--- config.mk ---
export PLATFORM = sky130hd
export DESIGN_NAME = hazard_scheduler
export DESIGN_NICKNAME = d
export VERILOG_FILES = /design/src/rtl/hazard_scheduler.sv
export SDC_FILE = /design/constraint.sdc
export NUM_CORES = 1
export LEC_CHECK = 0
export ABC_AREA = 0
export CAP_MARGIN = 20
export CORE_AREA = 10 10 81 83
export DETAILED_ROUTE_END_ITERATION = 10
export DIE_AREA = 0 0 91 93
export GPL_TIMING_DRIVEN = 0
export HOLD_SLACK_MARGIN = 0.15
export PLACE_DENSITY = 0.75
export SLEW_MARGIN = 10
export SYNTH_ARGS = -nofsm -noshare
export SYNTH_HDL_FRONTEND = slang
export SYNTH_SLANG_ARGS = --single-unit
--- constraint.sdc ---
create_clock -name clk -period 6.9 [get_ports clk]
set_clock_uncertainty 0.2 [all_clocks]
set_input_delay 1.38 -clock clk [delete_from_list [all_inputs] [get_ports clk]]
set_output_delay 1.38 -clock clk [all_outputs]
set_load 0.02 [all_outputs]
--- src/rtl/hazard_scheduler.sv ---
// hazard_scheduler
// ----------------
// Single-issue hazard scheduler that sits between fetch and execute. It
// decodes the fetched instruction, looks up a per-register write-back
// scoreboard and either issues the instruction, issues a bubble, or holds
// fetch until the operands are safe and execute is ready.
//
// Ports:
//   clk          clock, all state updates on posedge
//   reset        synchronous, active-high reset
//   instr        20-bit instruction from fetch
//   fetch_valid  instr is meaningful this cycle
//   ex_ready     execute stage accepts an issue this cycle
//   hold         combinational, freezes the fetch PC
//   issue_instr  registered instruction to execute (20'h0 = bubble)
//   issue_valid  registered, issue_instr is a real operation
//   busy         combinational, any scoreboard counter nonzero
//   stall_cnt    registered saturating count of hold cycles
//   issue_cnt    registered count of issued operations, wraps at 256
//   illegal      registered sticky undefined-opcode flag
module hazard_scheduler #(
    parameter int WB_LAT = 3
) (
    input  logic        clk,
    input  logic        reset,
    input  logic [19:0] instr,
    input  logic        fetch_valid,
    input  logic        ex_ready,
    output logic        hold,
    output logic [19:0] issue_instr,
    output logic        issue_valid,
    output logic        busy,
    output logic [7:0]  stall_cnt,
    output logic [7:0]  issue_cnt,
    output logic        illegal
);

    localparam logic [2:0] LAT = 3'(WB_LAT);

    logic [3:0]  op;
    logic [1:0]  rd;
    logic [1:0]  rs;
    logic        isIType;
    logic        isRType;
    logic        isNot;
    logic        isReal;
    logic        isIllegal;
    logic        hazard;
    logic        doIssue;
    logic        consume;

    logic [2:0]  cnt_q [4];
    logic [2:0]  cnt_d [4];
    logic [19:0] issueInstr_q, issueInstr_d;
    logic        issueValid_q, issueValid_d;
    logic [7:0]  stallCnt_q, stallCnt_d;
    logic [7:0]  issueCnt_q, issueCnt_d;
    logic        illegal_q, illegal_d;

    // Field decode and opcode classification. Opcode 0000 is a null no
    // matter what the remaining bits hold, so only the op nibble matters.
    always_comb begin
        op        = instr[19:16];
        rd        = instr[9:8];
        rs        = instr[1:0];
        isIType   = (op == 4'b0011) || (op == 4'b0101);
        isRType   = (op == 4'b0010) || (op == 4'b0100) || (op == 4'b1010) ||
                    (op == 4'b1100) || (op == 4'b1110);
        isNot     = (op == 4'b1000);
        isReal    = isIType || isRType || isNot;
        isIllegal = !isReal && (op != 4'b0000);
    end

    // Only real operations can raise a hazard; I-type and not read rd
    // only, R-type also reads rs.
    always_comb begin
        hazard  = isReal && ((cnt_q[rd] != 3'd0) ||
                             (isRType && (cnt_q[rs] != 3'd0)));
        hold    = fetch_valid && (hazard || !ex_ready);
        doIssue = fetch_valid && ex_ready && isReal && !hazard;
        consume = fetch_valid && ex_ready && !isReal;
        busy    = (cnt_q[0] != 3'd0) || (cnt_q[1] != 3'd0) ||
                  (cnt_q[2] != 3'd0) || (cnt_q[3] != 3'd0);
    end

    // Scoreboard next state: the issued rd reloads with the write-back
    // latency, every other nonzero counter counts down each cycle.
    always_comb begin
        for (int i = 0; i < 4; i++) begin
            if (doIssue && (rd == 2'(i))) begin
                cnt_d[i] = LAT;
            end else if (cnt_q[i] != 3'd0) begin
                cnt_d[i] = cnt_q[i] - 3'd1;
            end else begin
                cnt_d[i] = cnt_q[i];
            end
        end
    end

    // Issue register, counters and sticky illegal flag.
    always_comb begin
        issueInstr_d = doIssue ? instr : 20'h0;
        issueValid_d = doIssue;
        issueCnt_d   = doIssue ? issueCnt_q + 8'd1 : issueCnt_q;
        stallCnt_d   = (hold && (stallCnt_q != 8'hFF)) ? stallCnt_q + 8'd1
                                                        : stallCnt_q;
        illegal_d    = illegal_q || (consume && isIllegal);
    end

    // State registers; reset wins over any concurrent issue.
    always_ff @(posedge clk) begin
        if (reset) begin
            for (int i = 0; i < 4; i++) begin
                cnt_q[i] <= 3'd0;
            end
            issueInstr_q <= 20'h0;
            issueValid_q <= 1'b0;
            stallCnt_q   <= 8'd0;
            issueCnt_q   <= 8'd0;
            illegal_q    <= 1'b0;
        end else begin
            for (int i = 0; i < 4; i++) begin
                cnt_q[i] <= cnt_d[i];
            end
            issueInstr_q <= issueInstr_d;
            issueValid_q <= issueValid_d;
            stallCnt_q   <= stallCnt_d;
            issueCnt_q   <= issueCnt_d;
            illegal_q    <= illegal_d;
        end
    end

    assign issue_instr = issueInstr_q;
    assign issue_valid = issueValid_q;
    assign stall_cnt   = stallCnt_q;
    assign issue_cnt   = issueCnt_q;
    assign illegal     = illegal_q;

endmodule

; ---- Yosys cells after proc, flatten, opt, wreduce, memory -nomap -nowiden
; Memories as Yosys holds them, arrays and structs flattened.
; Index checks and enable logic that the tools add are counted.
[totals]
regBits = 38
mem_bits_rw = 12
input_bits = 24
out_inout_bits = 40
elab_cells = 83
n_memories = 1
[classes]
add_sub_neg = 6
n_eq_ne = 12
mux = 15
n_bitwise = 5
reduce_logical = 39
[memory_table]
columns = memory, depth, word_bits, read_ports, rd_ports_with_merged_regs, wr, line_no
row1 = cnt_q, 4, 3, 6, 0, 4, 52  ; logic [2:0] cnt_q [4];
[op_table]
columns = operator, count
row1 = 3-bit two-way mux, 12
row2 = 3-bit nonzero test, 6
row3 = 8-bit by 1-bit adder with 8-bit output (second input constant), 2
row4 = 4-bit == test (second input constant), 4
row5 = 1-bit logical AND, 14
row6 = 1-bit logical OR, 13
row7 = 3-bit by 1-bit subtractor with 3-bit output (second input constant), 4
row8 = 4-bit by 2-bit == test with 1-bit output (second input constant), 2
row9 = 4-bit by 3-bit == test with 1-bit output (second input constant), 2
row10 = 8-bit inequality test (second input constant), 1
row11 = 2-bit == test (second input constant), 2
row12 = 1-bit OR, 4
row13 = 4-bit nonzero test, 1
row14 = 1-bit logical NOT, 3
row15 = 1-bit two-way mux, 3
row16 = 2-bit by 1-bit == test with 1-bit output (second input constant), 1
row17 = 2-bit logical NOT, 1
row18 = 2-bit OR reduction, 1
row19 = 1-bit inverter, 1

; ---- Longest topological paths before layout
[depth]
ltp_word = 13
ltp_mapped = 6
depth_no_buf = 5

; ---- Least setup slack after synthesis
; No wires, ideal clock.
[synth_timing]
path_type = input-to-output
from = input instr[9]
to = output hold
arrival_ns = 2.530
required_ns = 5.320
slack_ns = 2.790
stages = 4
n_path_buf = 1
cell_sequence = mux4_2 a311oi_1 buf_4 nor2_1
[synth_between]
elab_chain_len = 6
[synth_lines]
columns = element, line_no
row1 = start: declaration, 26  ; input logic [19:0] instr,
row2 = memory 4 x 3 bit, --
row3 = 3-bit nonzero test, 77  ; hazard = isReal && ((cnt_q[rd] != 3'd0) ||
row4 = 1-bit logical OR, 77
row5 = 1-bit logical AND, 77
row6 = 1-bit logical OR, 79  ; hold = fetch_valid && (hazard || !ex_ready);
row7 = 1-bit logical AND, 79
row8 = end: declaration, 29  ; output logic hold,
; No other way between the ends.

; ---- Worst setup path after layout
; Ends and elaborated chain as after synthesis.

==> results.md <==
• RSZ-0062 raised after global routing: false
• post-CTS resize count: 0
• cells along the critical path: clkdlybuf4s50_1 -> mux4_2 -> a311oi_1 -> buf_4 -> nor2_1 -> clkdlybuf4s50_1
• kind of path behind the tightest hold check: register to register
• Iteration-0 DRC Markers: 87
• number of cells produced by synthesis: 235
• summed instance area of the synthesized netlist: 2188 um^2
• Worst path max stage delay: 590 ps
• residual DRC count: 0
• number of cell rows: 26
• overflow left after global routing: 0
• final slew viol count: 0
• final critical-path required period: 5459 ps
• flops & latches, synth: 50
• max frequency: 183.2 MHz
• die extent in x: 91 um
• Data arrival, critical path: 3880 ps
• Synthesized Nets: 265
• length of the first detailed-routing pass in iterations: 4
• fraction of final layout cells with drive strength greater than 1: 0.04575
• CTS root buf: clkbuf_8
• dominant register cell in the synthesized netlist: dfxtp_1
• number of clock sinks: 50
• reg2reg end: stall_cnt[0]
• cell repeated most along the worst path: clkdlybuf4s50_1
• first-pass GRT wire length: 9177 um
• maximum number of pins on one net before global-route repair: 16
• post-detail-place hpwl: 4054 um
• total of warnings raised by yosys: 0
• Least-Margin Pin Slew: 540.5 ps
• Final #Nets: 335
• number of H-tree branching levels: 2
• later-pin clock latency in the skew report: 300 ps
• Syn-to-layout area delta: 37.85%
• sequential area share after synthesis: 0.4574
• clock tree from TritonCTS: yes
• placeable core area: 5010 um^2
• Hold WS: 295.2 ps
• clock-pin slew on the worst setup and hold paths: 90 ps
• final-report hold violation count: 0
• initial antenna violation count: 0
• initial core utilization: 0.4368
• count of final setup violators: 0
• per-cell routed wire length: 14.47 um
• number of buffers inserted for hold repair after clock tree synthesis: 0
• setup slack, reg-to-reg: 4240 ps
• overall global routing resource usage: 0.1309
• DIE AREA: 8463 um^2
• type of element launching the critical path: primary input
• Inserted Clock Buffers: 5
• P_leak: 0.001093 uW
• worst-path maximum fanout: 10
• number of synthesized flops with an enable pin: 0
• worst vdd rail ir drop: 0.0001246 V
• Max-Slew Margin vs Limit: 0.6396
• CP endpoint kind: output pin
• buffer count from post-CTS setup fixing: 0
• vias after detailed routing: 1986
• setup tns final: 0 ps
• launch point of the critical path: instr[9]
• DRT antenna net count: 0
• final period utilization: 0.7911
• status: complete, no violations
• via count of the first global-routing pass: 1906
• type of the worst setup path: primary input to output pin
• maximum capacitance violations: 0
• total wire length: 5442 um
• Synth Area per Inst: 9.312 um^2
• diode insertion count for antenna repair: 0
• power density over the cells: 266.8 nW/um^2
• number of buffers added on ports: 63
• FF-to-FF Start: cnt_q[2][0]
• Yosys cell types: 41
• overall die height: 93 um
• required time of the worst setup path: 5320 ps
• async set-or-reset flop fraction in the synthesized netlist: 0
• buffer depth of the longest clock path: 2
• io pins: 64
• worst reg2reg path depth: 6
• Final GP Congestion: 0.8316
• ratio of routed vias to standard cells: 5.282
• critical path capture point: hold
• Slowest-stage cell, CP: clkdlybuf4s50_1
==> worst max-delay path, delay by kind of cell <==
kind / cells / cell delay, ps
muxes: 1 / 580
AOI/OAI and AO/OA: 1 / 450
buffers and inverters: 3 / 1390
and+or+nand+nor: 1 / 70
==> sequential cells by signal, summed over array words and instances (netlist names) <==
signal       count
issue_instr     20
cnt_q           12
issue_cnt        8
stall_cnt        8
illegal          1
issue_valid      1
==> report_power, final <==
part,switching [uW],leakage (uW),internal [uW]
sequential,29.4,0.000406,318
combinational,131,0.000636,124
clock,95.2,0.0000514,108
total,255,0.00109,549
==> worst min path at each step <==
stage | from | endpoint | depth (start not counted)
final | illegal | illegal | 2
after global routing | stall_cnt[1] | stall_cnt[1] | 2
after CTS | illegal | illegal | 2
after detailed placement | illegal | illegal | 2
after global placement | illegal | illegal | 2
after floorplan | cnt_q[0][1] | cnt_q[0][1] | 2
==> through the flow <==
stage / std cells / power [uW] / setup WS (ps) / area [um^2] / util
2_1_floorplan: 235 / 529.1 / 2790 / 2188 / -
3_3_place_gp: 368 / 600.5 / 1440 / 2907 / 0.5802
3_5_place_dp: 368 / 607.6 / 1447 / 2907 / 0.5802
4_1_cts: 376 / 812.8 / 1436 / 3017 / 0.6021
5_1_grt: 376 / 859.3 / 1329 / 3017 / 0.6021
6_report: 376 / 804.8 / 1441 / 3017 / 0.6021
==> routing by layer <==
layer	track usage	wire (um)	vias to the layer above	share of wire
li1	-	-	996	-
met1	0.1543	2415	922	0.44
met2	0.2124	2554	59	0.47
met3	0.04396	372	9	0.068
met4	0.05875	100	0	0.018
met5	0	0	-	0
==> layout make-up <==
class / count / area [um^2]
buffer: 8 / 41.29
timing repair buffer: 63 / 630.6
sequential: 50 / 1001
fill: 465 / 1993
clock buffer: 6 / 72.57
tap: 70 / 87.58
clock inverter: 2 / 37.54
multi-input combinational: 169 / 1116
inverter: 8 / 30.03
==> kinds of logic (layout without fill, tap and decap cells) <==
logic type / Yosys count / in the layout / share of synthesized area
compound gates: 43 / 43 / 0.1229
xor+xnor: 5 / 5 / 0.02001
fa+ha+maj: 6 / 6 / 0.03430
buf+inv: 16 / 87 / 0.03259
flops: 50 / 50 / 0.4574
mux: 7 / 7 / 0.04059
simple gates: 108 / 108 / 0.2922
==> cell usage in the layout, fill, tap and decap left out, types with 2 or more instances in the layout <==
cell             netlist  layout
nand2b_1               4       4
nor2_1                14      14
o21bai_1               2       2
and3_1                 6       6
clkbuf_8               0       5
inv_1                  8       8
mux2_1                 3       3
nor4b_1                3       3
clkdlybuf4s50_1        0      63
a31oi_1                6       6
ha_1                   6       6
a21oi_1               11      11
or3_1                  5       5
o21ai_0               13      13
nor3_1                 4       4
nand4b_1               2       2
nand4_1                6       6
or4_1                 11      11
nand3_1                8       8
nand2_1               11      11
nor4_1                 5       5
mux2_2                 2       2
dfxtp_1               50      50
o31ai_1                5       5
clkbuf_1               6       7
xor2_1                 4       4
and2_1                20      20
nor2b_1                5       5
==> cell usage after synthesis (2+ instances only) <==
master    instances  area, um^2
nand3_1           8       40.04
nand4_1           6       37.54
mux2_1            3       33.78
ha_1              6       75.07
and3_1            6       37.54
nand4b_1          2       17.52
dfxtp_1          50        1001
a21oi_1          11       55.05
and2_1           20       125.1
inv_1             8       30.03
clkbuf_1          6       22.52
nor4_1            5       31.28
nand2_1          11       41.29
o21bai_1          2       15.01
o21ai_0          13       65.06
o31ai_1           5       37.54
or4_1            11       82.58
or3_1             5       31.28
xor2_1            4       35.03
mux2_2            2       22.52
nor4b_1           3       26.28
a31oi_1           6       37.54
nor3_1            4       20.02
nor2_1           14       52.55
nor2b_1           5       31.28
nand2b_1          4       25.02
Power figures use the tool's default switching activity.
